$ cat src/rtl/if_id_stage.sv
// Instruction fetch with PC, req/valid imem handshake, one-entry skid buffer and
// the IF/ID pipeline register feeding decode.
//
// state | meaning
// FETCH | imem_req high, fetching at pc; transfers go to ID (or skid if stalled)
// HOLD  | skid holds a fetched word waiting for ID to accept it; no fetch
module if_id_stage #(
  parameter int                    DATA_WIDTH = 32,
  parameter logic [DATA_WIDTH-1:0] RESET_PC   = '0
) (
  input  logic                      i_clk,
  input  logic                      i_rst,
  input  logic                      i_stall,
  input  logic                      i_redirect,
  input  logic [DATA_WIDTH-1:0]     i_redirect_target,
  output logic                      o_imem_req,
  output logic [DATA_WIDTH-1:0]     o_imem_addr,
  input  logic                      i_imem_valid,
  input  logic [DATA_WIDTH-1:0]     i_imem_rdata,
  output logic                      o_id_valid,
  output logic [DATA_WIDTH-1:0]     o_id_pc,
  output logic [DATA_WIDTH-1:0]     o_id_pc_plus4,
  output logic [DATA_WIDTH-1:0]     o_id_instr,
  output logic [5:0]                o_id_opcode,
  output logic [4:0]                o_id_rs,
  output logic [4:0]                o_id_rt,
  output logic [4:0]                o_id_rd,
  output logic [5:0]                o_id_funct,
  output logic [DATA_WIDTH/2-1:0]   o_id_imm
);

  typedef enum logic {ST_FETCH = 1'b0, ST_HOLD = 1'b1} state_t;

  localparam logic [DATA_WIDTH-1:0] PC_STEP = DATA_WIDTH'(4);

  state_t                r_state;
  logic                  r_req;
  logic [DATA_WIDTH-1:0] r_pc;
  logic [DATA_WIDTH-1:0] r_skid_instr;
  logic [DATA_WIDTH-1:0] r_skid_pc;
  logic                  r_id_valid;
  logic [DATA_WIDTH-1:0] r_id_instr;
  logic [DATA_WIDTH-1:0] r_id_pc;

  logic w_xfer;
  logic w_unused_tgt_lsb;

  assign w_xfer           = r_req && i_imem_valid;
  assign w_unused_tgt_lsb = ^i_redirect_target[1:0];

  always_ff @(posedge i_clk or posedge i_rst) begin
    if (i_rst) begin
      r_state      <= ST_FETCH;
      r_req        <= 1'b1;
      r_pc         <= RESET_PC;
      r_skid_instr <= '0;
      r_skid_pc    <= '0;
      r_id_valid   <= 1'b0;
      r_id_instr   <= '0;
      r_id_pc      <= '0;
    end else if (i_redirect) begin
      // Any same-cycle transfer belongs to the wrong path and is dropped.
      r_state    <= ST_FETCH;
      r_req      <= 1'b1;
      r_pc       <= {i_redirect_target[DATA_WIDTH-1:2], 2'b00};
      r_id_valid <= 1'b0;
    end else begin
      case (r_state)
        ST_FETCH: begin
          if (w_xfer) begin
            r_pc <= r_pc + PC_STEP;
            if (i_stall) begin
              r_skid_instr <= i_imem_rdata;
              r_skid_pc    <= r_pc;
              r_state      <= ST_HOLD;
              r_req        <= 1'b0;
            end else begin
              r_id_instr <= i_imem_rdata;
              r_id_pc    <= r_pc;
              r_id_valid <= 1'b1;
            end
          end else if (!i_stall) begin
            r_id_valid <= 1'b0;
          end
        end
        ST_HOLD: begin
          if (!i_stall) begin
            r_id_instr <= r_skid_instr;
            r_id_pc    <= r_skid_pc;
            r_id_valid <= 1'b1;
            r_state    <= ST_FETCH;
            r_req      <= 1'b1;
          end
        end
        default: begin
          r_state <= ST_FETCH;
          r_req   <= 1'b1;
        end
      endcase
    end
  end

  // Request is forced low while reset is asserted even though the state is FETCH.
  assign o_imem_req    = r_req && !i_rst;
  assign o_imem_addr   = r_pc;
  assign o_id_valid    = r_id_valid;
  assign o_id_pc       = r_id_pc;
  assign o_id_pc_plus4 = r_id_pc + PC_STEP;
  assign o_id_instr    = r_id_instr;
  assign o_id_opcode   = r_id_instr[31:26];
  assign o_id_rs       = r_id_instr[25:21];
  assign o_id_rt       = r_id_instr[20:16];
  assign o_id_rd       = r_id_instr[15:11];
  assign o_id_funct    = r_id_instr[5:0];
  assign o_id_imm      = r_id_instr[DATA_WIDTH/2-1:0];

endmodule

$ cat config.mk
export PLATFORM = sky130hd
export DESIGN_NAME = if_id_stage
export DESIGN_NICKNAME = d
export VERILOG_FILES = /design/src/rtl/if_id_stage.sv
export SDC_FILE = /design/constraint.sdc
export NUM_CORES = 1
export LEC_CHECK = 0
export ABC_AREA = 1
export BUFFER_PORTS_ARGS = -buffer_cell sky130_fd_sc_hd__buf_4
export CAP_MARGIN = 40
export CORE_MARGIN = 10
export CORE_UTILIZATION = 25
export CTS_CLUSTER_DIAMETER = 30
export DETAILED_ROUTE_END_ITERATION = 7
export PLACE_DENSITY = 0.43
export SLEW_MARGIN = 20
export SYNTH_ARGS = -nofsm -noshare
export SYNTH_HDL_FRONTEND = slang
export SYNTH_SLANG_ARGS = --single-unit
$ cat constraint.sdc
create_clock -name i_clk -period 7.02 [get_ports i_clk]
set_input_delay 1.404 -clock i_clk [delete_from_list [all_inputs] [get_ports i_clk]]
set_output_delay 1.404 -clock i_clk [all_outputs]
set_load 0.01 [all_outputs]
After elaboration in Yosys (flattened, before gate mapping)
Cells that the tools add are included.

Muxes and demuxes: 25. Add/sub/neg operators: 2. Eq/ne operators: 8. Bitwise operators: 2. Reduce and logical (&&, ||, !) cells: 8.

Operators with widths (number): $mux W32 (9); $pmux W32 S2 (2); $add A32 B3 Y32 const B (2); $mux W1 (11); $ne A3 B3 Y1 const B (3); $ne A2 B2 Y1 const B (4); $reduce_and A4 Y1 (2); $pmux W1 S2 (3); $ne A4 B4 Y1 const B (1); $reduce_and A3 Y1 (1); $logic_and A1 B1 Y1 (2); $not A1 Y1 (2); $reduce_and A2 Y1 (1); $reduce_bool A2 Y1 (1); $logic_not A1 Y1 (1).

Flip-flop bits (word level): 163. Word-level logic and storage cells: 53. Output and inout bits: 173. Bits of input ports: 69.

Logic depth before layout (Yosys ltp)
Depth after elaboration: 4. Mapped depth: 10. Depth with buffers taken out: 10.

Worst setup path after synthesis
No wires, ideal clock.

Path kind: input to output. From: input port i_rst. To: output port o_imem_req. Path slack: 4043 ps. Data required time: 5616 ps. Stages on the path: 1. Arrival time: 1573 ps. Path buffers: 0. Cell sequence: nor2_1.

Cells in the longest elaborated chain, start to end: 2.

RTL lines: from (decl) (RTL line 12) `input logic i_rst,`; $logic_not A1 Y1 (RTL line 104) `assign o_imem_req = r_req && !i_rst;`; $logic_and A1 B1 Y1 (RTL line 104); to (decl) (RTL line 16) `output logic o_imem_req,`.

No other way between the ends.

Final worst setup path
From: register r_id_pc[13] (netlist: o_id_pc[13]). To: output port o_id_pc_plus4[24].

Cells in the longest elaborated chain, start to end: 1.

RTL lines: from (decl) (RTL line 43) `logic [DATA_WIDTH-1:0] r_id_pc;`; from (signal assigned) (RTL line 79) `r_id_pc <= r_pc;`; from (signal assigned) (RTL line 89) `r_id_pc <= r_skid_pc;`; $add A32 B3 Y32 (RTL line 108) `assign o_id_pc_plus4 = r_id_pc + PC_STEP;`; to (decl) (RTL line 22) `output logic [DATA_WIDTH-1:0] o_id_pc_plus4,`.

No other way between the ends.

==> flow_metrics.py <==
metrics = {
    "timing": {
        "slew_headroom_pct": 49.0,
        "drv_slew": 0,
        "max_freq_ghz": 0.264,
        "rsz0062_at_grt": "false",
        "worst_slack_ns": 3.23,
        "fin_worst_skew_ns": 0.0139,
        "hold_viol_final": 0,
        "fin_crit_sh_pct": 54.0,
        "finalCriticalPeriod_ns": 3.79,
        "finalSetupViolations": 0,
        "tightest_slew_ns": 0.765,
        "tns_ns": 0,
    },
    "clocking": {
        "post_cts_buffers": 0,
        "cts_resized": 0,
        "cts_hold_buf": 0,
        "insertion_delay_ns": 0.43,
        "cts_tree": "built",
        "ctsLongestPathBuffers": 2,
        "cts_max_level": 4,
        "cts.clk_slew.worst_paths_ns": 0.07,
        "cts_root_buf": "clkbuf_16",
        "clock_sinks": 157,
        "cts_buffers": 17,
    },
    "synth": {
        "synth_compound_gate_area_share_pct": 10.8,
        "yosys.area_share.simple_pct": 25.3,
        "synth_mux_area_share_pct": 5.00,
        "synth_xor_area_share_pct": 2.51,
        "synth_edf_count": 0,
        "synth_cells": 1106,
        "synth_top_family_by_area": "simple AND/OR/NAND/NOR gates",
        "yosys_most_used_dff": "dfrtp_1",
        "synth_warnings": 0,
        "synth-async-reset-ratio_pct": 100,
        "synth_area_um2": 8710,
        "synth.distinct_cells": 38,
        "ys_ff_latch": 157,
        "yosysSeqAreaShare_pct": 45.1,
        "synthAdderAreaFrac_pct": 0.287,
        "syn_area_per_cell_um2": 7.88,
    },
    "hold_path": {
        "holdCritPathClass": "flop to flop",
        "whs_path_depth": 2,
        "holdPathEnd": "r_skid_pc[3]",
        "min_from": "r_skid_pc[3]",
    },
    "global_route": {
        "grt_usage_pct": 14.3,
        "top_usage_layer": "met2",
        "grtUsageMet1_pct": 20.0,
        "grt_pass1_vias": 7527,
        "grt_pass1_wl_um": 46800,
        "grt_max_degree": 77,
        "met3_usage_pct": 3.56,
        "grt.overflow.total": 0,
        "antenna_found_initial": 0,
        "grtUsageMet2_pct": 21.6,
    },
    "critical_path": {
        "slowest_stage": "dfrtp_1",
        "regToRegSetupSlack_ns": 4.45,
        "crit_type": "flop to primary output",
        "rr_worst_depth": 6,
        "r2r_end": "o_id_pc[26]",
        "cp_cell_sequence": "nand2_1, nor3_1, nand2_1, nor3b_1, nand2_1, nand2_1, nand2_1, buf_4",
        "cp_max_fo": 4,
        "cp.arrival_ns": 2.39,
        "cp-end-kind": "primary output",
        "worst_setup_path_start_kind": "flop",
        "cpPeakStageDelay_ns": 0.47,
        "cpMostUsedCell": "nand2_1",
        "r2r-start": "r_state",
        "worstPathRequired_ns": 5.62,
    },
    "cells_and_area": {
        "fin_util_pct": 32.3,
        "area_delta_synth_final_pct": 27.6,
        "diodes": 0,
        "fillerInstances": 3698,
        "final_common_cell": "nand2_1",
        "drive_gt1_share_pct": 25.5,
        "final_cell_mix": "328 x nand2_1, 239 x buf_4, 155 x dfrtp_1",
        "final_net_count": 1348,
    },
    "die": {
        "rows": 68,
        "die_h_um": 207,
        "die-area_um2": 42700,
        "die_w_um": 207,
        "initial_utilization_pct": 25.3,
        "core-area_um2": 34500,
        "io_pins": 242,
    },
    "power_and_ir_drop": {
        "powerDensity_nw_per_um2": 301,
        "vdd_drop_max_uv": 174,
        "p_leak_nw": 5.39,
    },
    "route": {
        "via_count": 7780,
        "wl_per_cell_um": 17.9,
        "postRouteAntennaNets": 0,
        "drtPass1Iterations": 5,
        "routed_via_density": 4.46,
        "drc_errors": 0,
        "routed_wl_um": 31200,
        "first_iter_violations": 569,
    },
    "outcome": {
        "status": "complete, no violations",
    },
    "placed_design": {
        "gp_congestion": 0.871,
        "io_buffer_count": 233,
        "place_ws_ns": 3.38,
        "dp_hpwl_um": 23600,
    },
    "flow_run": {
        "cap_violations": 0,
    },
}
==> layout make-up <==
cell class                 count  area, um2  area share [%]
clock inverter                14        110           0.990
multi-input combinational    768       3850            34.6
clock buffer                  18        439            3.95
inverter                      90        344            3.09
sequential                   157       3930            35.3
timing repair buffer         243       1870            16.9
tap                          455        569            5.12
==> worst max-delay path by stage <==
stage | cells after the start | slack (ns) | to | start
floorplan | 1 | 1.38 | o_id_instr[0] | i_rst
global placement | 7 | 3.37 | o_id_pc[9] | i_redirect
detailed placement | 7 | 3.38 | o_id_pc[9] | i_redirect
CTS | 8 | 3.17 | o_id_pc_plus4[30] | o_id_pc[10]
global route | 8 | 3.00 | o_id_pc_plus4[24] | o_id_pc[13]
finish | 8 | 3.23 | o_id_pc_plus4[24] | o_id_pc[13]
==> power breakdown <==
part           internal [mW]  total [mW]  switching, mW
registers               1.13        1.35          0.227
clock network          0.467       0.885          0.418
logic                  0.522        1.11          0.587
total                   2.12        3.35           1.23
==> cells by family after synthesis <==
logic type | Yosys count
fa+ha+maj | 2
flops | 157
mux | 32
simple gates | 541
xor+xnor | 25
other cells | 1
buf+inv | 186
compound gates | 162
==> critical path: cells and delay by family (launching register included) <==
| family | cells | cell delay (ns) |
|---|---|---|
| buf+inv | 1 | 0.15 |
| flops | 1 | 0.47 |
| simple gates | 7 | 1.35 |
==> per-layer routing <==
| layer | vias up | share of wire, % |
|---|---|---|
| met3 | 20 | 6.9 |
| li1 | 3864 | - |
| met2 | 233 | 44 |
| met4 | 0 | 1.2 |
| met5 | - | 0 |
| met1 | 3663 | 48 |
==> flip-flops by register name (all words and copies together) (netlist names) <==
register,cells
o_imem_addr,30
r_state,1
r_skid_instr,32
o_id_valid,1
r_req,1
r_skid_pc,30
o_id_pc,30
o_id_instr,32
==> metrics by stage <==
| step | power [mW] | instance area [um2] | hold slack [ns] | std cells |
|---|---|---|---|---|
| 6_report | 3.35 | 11100 | 0.482 | 1745 |
| 3_3_place_gp | 2.48 | 10500 | 0.463 | 1709 |
| 4_1_cts | 3.40 | 11100 | 0.486 | 1744 |
| 2_1_floorplan | 1.94 | 8730 | 0.448 | 1111 |
| 5_1_grt | 3.57 | 11100 | 0.510 | 1745 |
| 3_5_place_dp | 2.50 | 10600 | 0.468 | 1712 |
==> cells in the mapped netlist (all sizes together) (2+ instances only) <==
cell type | n | area [um2]
a211oi | 2 | 15.0
a21oi | 16 | 80.1
a31oi | 39 | 244
buf | 74 | 537
clkbuf | 22 | 82.6
dfrtp | 156 | 3900
ha | 2 | 25.0
inv | 90 | 338
mux2 | 32 | 435
nand2 | 332 | 1260
nand3 | 47 | 245
nand4 | 6 | 43.8
nor2 | 142 | 582
nor3 | 12 | 60.1
o211ai | 25 | 188
o21ai | 76 | 380
xnor2 | 2 | 17.5
xor2 | 23 | 201
(Power assumes the default switching activity.)
